File: config.mk
export PLATFORM = sky130hd
export DESIGN_NAME = id_ctrl_stage
export DESIGN_NICKNAME = d
export VERILOG_FILES = /design/src/rtl/id_ctrl_stage.sv
export SDC_FILE = /design/constraint.sdc
export NUM_CORES = 1
export LEC_CHECK = 0
export CAP_MARGIN = 15
export CORE_MARGIN = 2
export CORE_UTILIZATION = 44
export DETAILED_ROUTE_END_ITERATION = 8
export GPL_TIMING_DRIVEN = 0
export PLACE_DENSITY = 0.85
export SLEW_MARGIN = 10
export SYNTH_ARGS = -nofsm -noshare
export SYNTH_HDL_FRONTEND = slang
export SYNTH_SLANG_ARGS = --single-unit
File: constraint.sdc
create_clock -name clk -period 2.3 [get_ports clk]
set_input_delay 0.575 -clock clk [delete_from_list [all_inputs] [get_ports clk]]
set_output_delay 0.575 -clock clk [all_outputs]
set_load 0.02 [all_outputs]
File: src/rtl/id_ctrl_stage.sv
// Instruction-decode control stage: decodes the ID instruction, resolves hazards and registers the EX control bundle.
// Optional multiply/divide unit decode and busy tracking is enabled by defining ID_CTRL_MDU_EN.
module id_ctrl_stage #(
    parameter int MULT_LAT = 4,
    parameter int DIV_LAT  = 12,
    parameter int RA_REG   = 31
) (
    input  logic        clk,
    input  logic        rst,
    input  logic [31:0] instr_id,
    input  logic        id_valid,
    input  logic        flush,
    input  logic        ex_ready,
    output logic        stall_id,
    output logic        ex_valid,
    output logic        ex_regwrite,
    output logic        ex_memwrite,
    output logic        ex_memread,
    output logic        ex_memtoreg,
    output logic        ex_alusrc,
    output logic        ex_is_shift,
    output logic        ex_branch,
    output logic        ex_branch_ne,
    output logic        ex_jump,
    output logic        ex_jr,
    output logic        ex_wb_pc_plus4,
    output logic [3:0]  ex_alu_ctrl,
    output logic [4:0]  ex_wdst,
    output logic [2:0]  ex_mdu_op,
    output logic        ex_illegal,
    output logic        mdu_busy
);

    localparam logic [3:0] MULT_LAT_W = 4'(MULT_LAT);
    localparam logic [3:0] DIV_LAT_W  = 4'(DIV_LAT);
    localparam logic [4:0] RA_W       = 5'(RA_REG);

    localparam logic [5:0] OP_RTYPE = 6'h00, OP_J   = 6'h02, OP_JAL  = 6'h03;
    localparam logic [5:0] OP_BEQ   = 6'h04, OP_BNE = 6'h05, OP_ADDI = 6'h08;
    localparam logic [5:0] OP_ORI   = 6'h0D, OP_XORI = 6'h0E, OP_LUI = 6'h0F;
    localparam logic [5:0] OP_LW    = 6'h23, OP_SW  = 6'h2B;

    localparam logic [5:0] F_SLL = 6'h00, F_SRL = 6'h02, F_SRA = 6'h03, F_JR  = 6'h08;
    localparam logic [5:0] F_ADD = 6'h20, F_SUB = 6'h22, F_AND = 6'h24, F_OR  = 6'h25;
    localparam logic [5:0] F_XOR = 6'h26, F_SLT = 6'h2A;

    localparam logic [3:0] ALU_AND = 4'b0000, ALU_OR  = 4'b0001, ALU_ADD = 4'b0010;
    localparam logic [3:0] ALU_XOR = 4'b0011, ALU_SUB = 4'b0110, ALU_SLT = 4'b0111;
    localparam logic [3:0] ALU_SLL = 4'b1000, ALU_LUI = 4'b1001, ALU_SRL = 4'b1010;
    localparam logic [3:0] ALU_SRA = 4'b1011;

`ifdef ID_CTRL_MDU_EN
    localparam logic [5:0] F_MFHI = 6'h10, F_MFLO = 6'h12, F_MULT = 6'h18;
    localparam logic [5:0] F_MULTU = 6'h19, F_DIV = 6'h1A, F_DIVU = 6'h1B;
    localparam logic [2:0] MDU_NONE = 3'd0, MDU_MULT = 3'd1, MDU_MULTU = 3'd2;
    localparam logic [2:0] MDU_DIV = 3'd3, MDU_DIVU = 3'd4, MDU_MFHI = 3'd5, MDU_MFLO = 3'd6;
`endif

    typedef struct packed {
        logic       regwrite;
        logic       memwrite;
        logic       memread;
        logic       memtoreg;
        logic       alusrc;
        logic       is_shift;
        logic       branch;
        logic       branch_ne;
        logic       jump;
        logic       jr;
        logic       wb_pc_plus4;
        logic [3:0] alu_ctrl;
        logic [4:0] wdst;
        logic [2:0] mdu_op;
        logic       illegal;
    } ctrl_t;

    logic [5:0] opcode, funct;
    logic [4:0] rs, rt, rd;
    ctrl_t      dec_p0;
    ctrl_t      ex_q_p1;
    logic       vld_p1;
    logic       uses_rt_p0, load_use_p0, mdu_hz_p0, hold_p0, bubble_p0, issue_p0;

    assign opcode = instr_id[31:26];
    assign rs     = instr_id[25:21];
    assign rt     = instr_id[20:16];
    assign rd     = instr_id[15:11];
    assign funct  = instr_id[5:0];

    // ---- ID: combinational decode ----
    always_comb begin
        dec_p0 = '0;
        if (instr_id != 32'd0) begin
            case (opcode)
                OP_RTYPE: begin
                    dec_p0.wdst = rd;
                    case (funct)
                        F_ADD: begin dec_p0.regwrite = 1'b1; dec_p0.alu_ctrl = ALU_ADD; end
                        F_SUB: begin dec_p0.regwrite = 1'b1; dec_p0.alu_ctrl = ALU_SUB; end
                        F_AND: begin dec_p0.regwrite = 1'b1; dec_p0.alu_ctrl = ALU_AND; end
                        F_OR:  begin dec_p0.regwrite = 1'b1; dec_p0.alu_ctrl = ALU_OR;  end
                        F_XOR: begin dec_p0.regwrite = 1'b1; dec_p0.alu_ctrl = ALU_XOR; end
                        F_SLT: begin dec_p0.regwrite = 1'b1; dec_p0.alu_ctrl = ALU_SLT; end
                        F_SLL: begin
                            dec_p0.regwrite = 1'b1; dec_p0.is_shift = 1'b1; dec_p0.alu_ctrl = ALU_SLL;
                        end
                        F_SRL: begin
                            dec_p0.regwrite = 1'b1; dec_p0.is_shift = 1'b1; dec_p0.alu_ctrl = ALU_SRL;
                        end
                        F_SRA: begin
                            dec_p0.regwrite = 1'b1; dec_p0.is_shift = 1'b1; dec_p0.alu_ctrl = ALU_SRA;
                        end
                        F_JR:  dec_p0.jr = 1'b1;
`ifdef ID_CTRL_MDU_EN
                        F_MULT:  dec_p0.mdu_op = MDU_MULT;
                        F_MULTU: dec_p0.mdu_op = MDU_MULTU;
                        F_DIV:   dec_p0.mdu_op = MDU_DIV;
                        F_DIVU:  dec_p0.mdu_op = MDU_DIVU;
                        F_MFHI:  begin dec_p0.regwrite = 1'b1; dec_p0.mdu_op = MDU_MFHI; end
                        F_MFLO:  begin dec_p0.regwrite = 1'b1; dec_p0.mdu_op = MDU_MFLO; end
`endif
                        default: begin dec_p0 = '0; dec_p0.illegal = 1'b1; end
                    endcase
                end
                OP_ADDI, OP_ORI, OP_XORI, OP_LUI: begin
                    dec_p0.regwrite = 1'b1;
                    dec_p0.alusrc   = 1'b1;
                    dec_p0.wdst     = rt;
                    case (opcode)
                        OP_ADDI: dec_p0.alu_ctrl = ALU_ADD;
                        OP_ORI:  dec_p0.alu_ctrl = ALU_OR;
                        OP_XORI: dec_p0.alu_ctrl = ALU_XOR;
                        default: dec_p0.alu_ctrl = ALU_LUI;
                    endcase
                end
                OP_LW: begin
                    dec_p0.regwrite = 1'b1; dec_p0.memread = 1'b1; dec_p0.memtoreg = 1'b1;
                    dec_p0.alusrc   = 1'b1; dec_p0.alu_ctrl = ALU_ADD; dec_p0.wdst = rt;
                end
                OP_SW: begin
                    dec_p0.memwrite = 1'b1; dec_p0.alusrc = 1'b1;
                    dec_p0.alu_ctrl = ALU_ADD; dec_p0.wdst = rt;
                end
                OP_BEQ, OP_BNE: begin
                    dec_p0.branch    = 1'b1;
                    dec_p0.branch_ne = (opcode == OP_BNE);
                    dec_p0.alu_ctrl  = ALU_SUB;
                    dec_p0.wdst      = rt;
                end
                OP_J:   dec_p0.jump = 1'b1;
                OP_JAL: begin
                    dec_p0.jump = 1'b1; dec_p0.wb_pc_plus4 = 1'b1;
                    dec_p0.regwrite = 1'b1; dec_p0.wdst = RA_W;
                end
                default: dec_p0.illegal = 1'b1;
            endcase
            // $0 is hard-wired, so a write to it is dropped at decode
            if (dec_p0.wdst == 5'd0) dec_p0.regwrite = 1'b0;
        end
    end

    assign uses_rt_p0  = (opcode == OP_RTYPE) || (opcode == OP_SW) ||
                         (opcode == OP_BEQ) || (opcode == OP_BNE);
    assign load_use_p0 = vld_p1 && ex_q_p1.memread && (ex_q_p1.wdst != 5'd0) &&
                         ((ex_q_p1.wdst == rs) || (uses_rt_p0 && (ex_q_p1.wdst == rt)));
    assign hold_p0     = vld_p1 && !ex_ready;
    assign bubble_p0   = id_valid && (load_use_p0 || mdu_hz_p0);
    assign issue_p0    = !flush && !hold_p0 && id_valid && !bubble_p0;
    assign stall_id    = !rst && !flush && (hold_p0 || bubble_p0);

`ifdef ID_CTRL_MDU_EN
    logic [3:0] mdu_cnt;

    assign mdu_busy  = !rst && (mdu_cnt != 4'd0);
    assign mdu_hz_p0 = mdu_busy && (dec_p0.mdu_op != MDU_NONE);

    // Counter keeps running through flush and hold; only reset or a new mult/div reloads it
    always_ff @(posedge clk) begin
        if (rst) begin
            mdu_cnt <= 4'd0;
        end else if (issue_p0 && (dec_p0.mdu_op == MDU_MULT || dec_p0.mdu_op == MDU_MULTU)) begin
            mdu_cnt <= MULT_LAT_W;
        end else if (issue_p0 && (dec_p0.mdu_op == MDU_DIV || dec_p0.mdu_op == MDU_DIVU)) begin
            mdu_cnt <= DIV_LAT_W;
        end else if (mdu_cnt != 4'd0) begin
            mdu_cnt <= mdu_cnt - 4'd1;
        end
    end
`else
    logic unused_lat;

    assign unused_lat = ^{MULT_LAT_W, DIV_LAT_W};
    assign mdu_busy   = 1'b0;
    assign mdu_hz_p0  = 1'b0;
`endif

    // ---- ID -> EX register ----
    always_ff @(posedge clk) begin
        if (rst || flush) begin
            vld_p1  <= 1'b0;
            ex_q_p1 <= '0;
        end else if (!hold_p0) begin
            vld_p1  <= issue_p0;
            ex_q_p1 <= issue_p0 ? dec_p0 : '0;
        end
    end

    assign ex_valid       = vld_p1;
    assign ex_regwrite    = ex_q_p1.regwrite;
    assign ex_memwrite    = ex_q_p1.memwrite;
    assign ex_memread     = ex_q_p1.memread;
    assign ex_memtoreg    = ex_q_p1.memtoreg;
    assign ex_alusrc      = ex_q_p1.alusrc;
    assign ex_is_shift    = ex_q_p1.is_shift;
    assign ex_branch      = ex_q_p1.branch;
    assign ex_branch_ne   = ex_q_p1.branch_ne;
    assign ex_jump        = ex_q_p1.jump;
    assign ex_jr          = ex_q_p1.jr;
    assign ex_wb_pc_plus4 = ex_q_p1.wb_pc_plus4;
    assign ex_alu_ctrl    = ex_q_p1.alu_ctrl;
    assign ex_wdst        = ex_q_p1.wdst;
    assign ex_mdu_op      = ex_q_p1.mdu_op;
    assign ex_illegal     = ex_q_p1.illegal;

endmodule

# Yosys cells after proc, flatten, opt, wreduce, memory -nomap -nowiden
# Index checks and enable logic that the tools add are counted.
dict set report totals {
  regBits 25
  in_bits 37
  mem_bits_ro 0
  latchBits 0
  mem_bits_rw 0
  n_memories 0
}
dict set report classes {
  bitwise_logic 0
  reduce_logical 38
  shift 0
  muxes 23
  eq_ne 21
  mul 0
  n_lt_le_gt_ge 0
  div_mod_pow 0
  addsub 0
}
# cell count
set op_table {}
lappend op_table {{6-bit equality test, second input constant} 8}
lappend op_table {{24-bit two-way mux} 2}
lappend op_table {{4-bit one-hot mux with 8 select lines} 1}
lappend op_table {{32-bit nonzero test} 1}
lappend op_table {{6-bit by 4-bit equality test with 1-bit output, second input constant} 5}
lappend op_table {{6-bit by 2-bit equality test with 1-bit output, second input constant} 4}
lappend op_table {{10-bit OR reduction} 2}
lappend op_table {{4-bit one-hot mux with 4 select lines} 1}
lappend op_table {{5-bit one-hot mux with 3 select lines} 1}
lappend op_table {{6-bit by 3-bit equality test with 1-bit output, second input constant} 2}
lappend op_table {{6-bit zero test} 2}
lappend op_table {{4-bit one-hot mux with 3 select lines} 1}
lappend op_table {{6-bit OR reduction} 2}
lappend op_table {{1-bit logical AND} 11}
lappend op_table {{5-bit equality test} 2}
lappend op_table {{1-bit two-way mux} 10}
lappend op_table {{9-bit two-way mux} 1}
lappend op_table {{9-bit OR reduction} 1}
lappend op_table {{8-bit OR reduction} 1}
lappend op_table {{1-bit logical OR} 6}
lappend op_table {{2-bit OR reduction} 3}
lappend op_table {{1-bit zero test} 5}
lappend op_table {{5-bit zero test} 1}
lappend op_table {{5-bit two-way mux} 1}
lappend op_table {{other kinds (6)} 8}

# Longest topological paths before layout
dict set report depth {
  ltp_word 11
  mapped_depth 8
}

# Least setup slack after synthesis
# No wires, ideal clock.
dict set report synth_path {
  path_kind {in2out}
  startpoint {input instr_id[29]}
  endpoint {output stall_id}
  slack_ns -0.171
  path_buffers 1
  stages 5
  arrival_ns 1.896
  path_cell_list {clkbuf_1 > or4_1 > a21oi_1 > a32oi_2 > a21oi_1}
}
dict set report synth_between {
  elab_chain_len 10
  word_cells_on_any_way 13
  cone_classes {eq/ne: 3; reduce/logical: 10}
}
# item line_no
set synth_lines {}
lappend synth_lines {{from (decl)} 10} ;# input logic [31:0] instr_id,
lappend synth_lines {{6-bit equality test / 6-bit zero test (equally long branches)} 162} ;# assign uses_rt_p0 = (opcode == OP_RTYPE) || (opcode == OP_SW) ||
lappend synth_lines {{1-bit logical OR (2 in series)} 162}
lappend synth_lines {{1-bit logical OR (*)} 163} ;# (opcode == OP_BEQ) || (opcode == OP_BNE);
lappend synth_lines {{1-bit logical AND (*)} 165} ;# ((ex_q_p1.wdst == rs) || (uses_rt_p0 && (ex_q_p1.wdst == rt)));
lappend synth_lines {{1-bit logical OR (*)} 165}
lappend synth_lines {{1-bit logical AND (*)} 164} ;# assign load_use_p0 = vld_p1 && ex_q_p1.memread && (ex_q_p1.wdst != 5'd0) &&
lappend synth_lines {{1-bit logical AND (*)} 167} ;# assign bubble_p0 = id_valid && (load_use_p0 || mdu_hz_p0);
lappend synth_lines {{1-bit logical OR (*)} 169} ;# assign stall_id = !rst && !flush && (hold_p0 || bubble_p0);
lappend synth_lines {{1-bit logical AND (*)} 169}
lappend synth_lines {{to (decl)} 14} ;# output logic stall_id,
# Every way passes the cells marked *; elsewhere a longest branch is shown, timed or not.

# Final worst setup path
dict set report layout_path {
  startpoint {register ex_q_p1, in the netlist ex_wdst[1]}
  endpoint {output stall_id}
}
dict set report layout_between {
  elab_chain_len 7
  word_cells_on_any_way 10
  cone_classes {eq/ne: 2; reduce/logical: 8}
}
# item line_no
set layout_lines {}
lappend layout_lines {{from (decl)} 80} ;# ctrl_t ex_q_p1;
lappend layout_lines {{from (signal assigned)} 204} ;# ex_q_p1 <= issue_p0 ? dec_p0 : '0;
lappend layout_lines {{5-bit equality test} 165}
lappend layout_lines {{1-bit logical AND} 165}
lappend layout_lines {{1-bit logical OR} 165}
lappend layout_lines {{1-bit logical AND (*)} 164}
lappend layout_lines {{1-bit logical AND (*)} 167}
lappend layout_lines {{1-bit logical OR (*)} 169}
lappend layout_lines {{1-bit logical AND (*)} 169}
# Marks and branches as above.

==> results_dict.tcl <==
set metrics [dict create \
    final_max_slew_viol_count 0 \
    r2r_cells 8 \
    wirelength_um 5540 \
    cts_buffers 3 \
    clk_path_buf_depth 2 \
    port_buffers 55 \
    rr_endpoint "ex_alu_ctrl[1]" \
    start_kind "register" \
    yosys-top-cells-area "dfxtp_1 (26%), nand2_1 (7.4%), a211oi_1 (4.2%)" \
    antenna_found_initial 0 \
    clock-skew-final_ns 0.01138 \
    grt.overflow.total 0 \
    avgSynthCellArea_sq_um 7.404 \
    hold_buffers 0 \
    violations "negative setup slack" \
    layout_common_cells "clkdlybuf4s50_1 (44), nand2_1 (31), dfxtp_1 (18)" \
    nets 324 \
    cts_tree "yes" \
    drt_iter0_markers 139 \
    hpwl_um 3770 \
    io_pins 64 \
    coreArea_sq_um 3606 \
    path_delay_family "simple AND/OR/NAND/NOR gates" \
    vias 1972 \
    final_area_sq_um 2509 \
    start_util_pct 44.97 \
    nFillCells 288 \
    hp-class "reg2reg" \
    cts.sinks 21 \
    leakagePower_nw 0.9700 \
    antennaDiodeCount 0 \
    h-tree-depth 1 \
    drtPass1Iterations 5 \
    finalPower_uw 858.9 \
    worstPathArrival_ns 1.97 \
    vdd_drop_max_v 0.0002586 \
    grt_max_degree 13 \
    wire_per_inst_um 16.59 \
    place_congestion 0.9116 \
    synth.largest_area_cell "dfxtp_1" \
    min_from "ex_branch_ne" \
    clk_pin_slew_ns 0.08 \
    post-place-cells 325 \
    fmax_mhz 393.6 \
    die_h_um 64.71 \
    ant_nets 0 \
    yosysSeqAreaShare_pct 25.93 \
    r2r-start "ex_wdst[1]" \
    ys_async_sr_fraction_pct 0 \
    hold_viol_final 0 \
    fin_crit_sh_pct 110.5 \
    yosys.cell_types.count 46 \
    area_delta_synth_final_pct 54.71 \
    worst_pin_slew_ns 0.6702 \
    cp.required_ns 1.73 \
    routed_via_density 5.904 \
    grt_pass1_wl_um 8487 \
    layout-drive-gt1-share_pct 17.83 \
    synth_cells 219 \
    clk_latency_ns 0.27 \
    fp.dieW_um 64.71 \
    die_area_sq_um 4187 \
    critPathBufInv 1 \
    crit_fanout 2 \
    fin_util_pct 69.57 \
    root_buffer "clkbuf_8" \
    drc_errors 0 \
    grt_pass1_vias 1758 \
    end_kind "primary output" \
    max_stage_delay_ns 0.56 \
    synthFlopType "dfxtp_1" \
    fin_ws_ns -0.2408 \
    cp_cell_sequence "or4_4 > o2111ai_4 > nor4_2 > a32oi_2 > a21oi_2 > buf_6" \
    critPathSlowestCell "or4_4" \
    synth_top_area_share_pct 25.93 \
    synth_edf_count 0 \
    max-cap-violations 0 \
    syn_area_sq_um 1622 \
    yosys_warnings 0 \
    stdcell_count 334 \
    largest_reg_flops 5 \
    p_per_area_nw_per_um2 342.4 \
    ys_ff_latch 21 \
    outcome "complete, but fails checks" \
    max_slew_margin_pct 55.32 \
    rows 22 \
    criticalPathCategory "reg2out" \
    post_dp_cell_area_sq_um 2258 \
    reg2reg_slack_ns 0.04 \
    hold_depth 2 \
    finalSetupViolations 1 \
    holdPathEnd "ex_branch_ne" \
    period_needed_ns 2.541 \
    mostFrequentLayoutCell "clkdlybuf4s50_1" \
    rsz0062_at_grt "yes" \
    track_usage_pct 25.76 \
]
-- report_power, final --
part / leakage (nW) / internal, mW / total (mW) / switching (mW)
clock: 0.0255 / 0.121 / 0.249 / 0.128
combinational: 0.773 / 0.112 / 0.245 / 0.133
sequential: 0.171 / 0.363 / 0.366 / 0.00236
total: 0.970 / 0.596 / 0.859 / 0.263
-- cell families (layout without fill, tap and decap cells) --
family / after synthesis / in the layout / share of synthesized area (%)
flip-flops: 21 / 21 / 25.93
AO/OA/AOI/OAI: 61 / 61 / 29.32
XOR/XNOR: 12 / 12 / 6.481
other: 1 / 4 / 0.2313
AND/OR/NAND/NOR: 96 / 96 / 29.86
buffers and inverters: 28 / 92 / 8.179
-- routing by layer --
metal	wire length (um)	share of wire [%]	GRT usage [%]	vias up
li1	-	-	-	935
met1	2266	41	33.58	932
met2	2732	49	42.01	91
met3	403	7.3	4.340	14
met4	138	2.5	10.37	0
met5	0	0	0	-
-- Yosys cell counts, types with 2 or more instances --
cell type	number
o211ai_1	2
nor2_1	14
dfxtp_1	21
buf_4	5
nand2b_1	7
and3_1	2
nor2b_1	2
o22ai_1	3
a211oi_1	9
a221oi_1	5
or4_1	6
nor4_1	6
o41ai_2	3
xnor2_1	7
nand3b_1	2
clkbuf_1	13
a21boi_0	2
o31ai_1	4
nand2_1	32
a21oi_1	11
inv_1	7
nand4_1	4
nor3_1	7
o21ai_0	11
xor2_1	5
or2_2	2
nand3_1	8
-- timing repair --
action	4_1_cts	5_1_grt
hold endpoints to repair	0	0
cloned	0	1
setup endpoints to repair	21	21
pin swaps	6	9
buffers inserted	4	1
resized for setup	33	24
-- worst max-delay path by stage --
stage,startpoint,endpoint,slack [ns],depth (start not counted)
CTS,ex_wdst[2],stall_id,-0.22,6
finish,ex_wdst[1],stall_id,-0.24,6
detailed placement,flush,stall_id,-1.07,6
global route,ex_wdst[1],stall_id,-0.30,6
floorplan,instr_id[29],stall_id,0.00003,5
global placement,flush,stall_id,-1.04,6
-- cell type report --
cell class | count | area (sq um) | share of cell area, %
clock inverter | 1 | 5.005 | 0.1995
timing repair buffer | 61 | 610.6 | 24.34
clock buffer | 3 | 41.29 | 1.646
sequential | 21 | 429.2 | 17.11
tap | 48 | 60.06 | 2.394
buffer | 20 | 126.4 | 5.037
inverter | 7 | 26.28 | 1.047
multi-input combinational | 173 | 1210 | 48.23
-- worst min-delay path, stage by stage, from the launching register on --
cell	delay [ns]
dfxtp_1	0.33
nand2_1	0.04
o21ai_0	0.05
-- metrics by stage --
stage	hold WS, ns	TNS (ns)	setup WS (ns)
2_1_floorplan	0.5317	0	0.00003098
3_3_place_gp	0.4386	-17.77	-1.041
3_5_place_dp	0.4384	-18.24	-1.067
5_1_grt	0.4776	-0.5206	-0.2974
4_1_cts	0.4627	-2.919	-0.2233
6_report	0.4596	-0.2408	-0.2408
No activity file was read; power rests on OpenSTA's default activity.
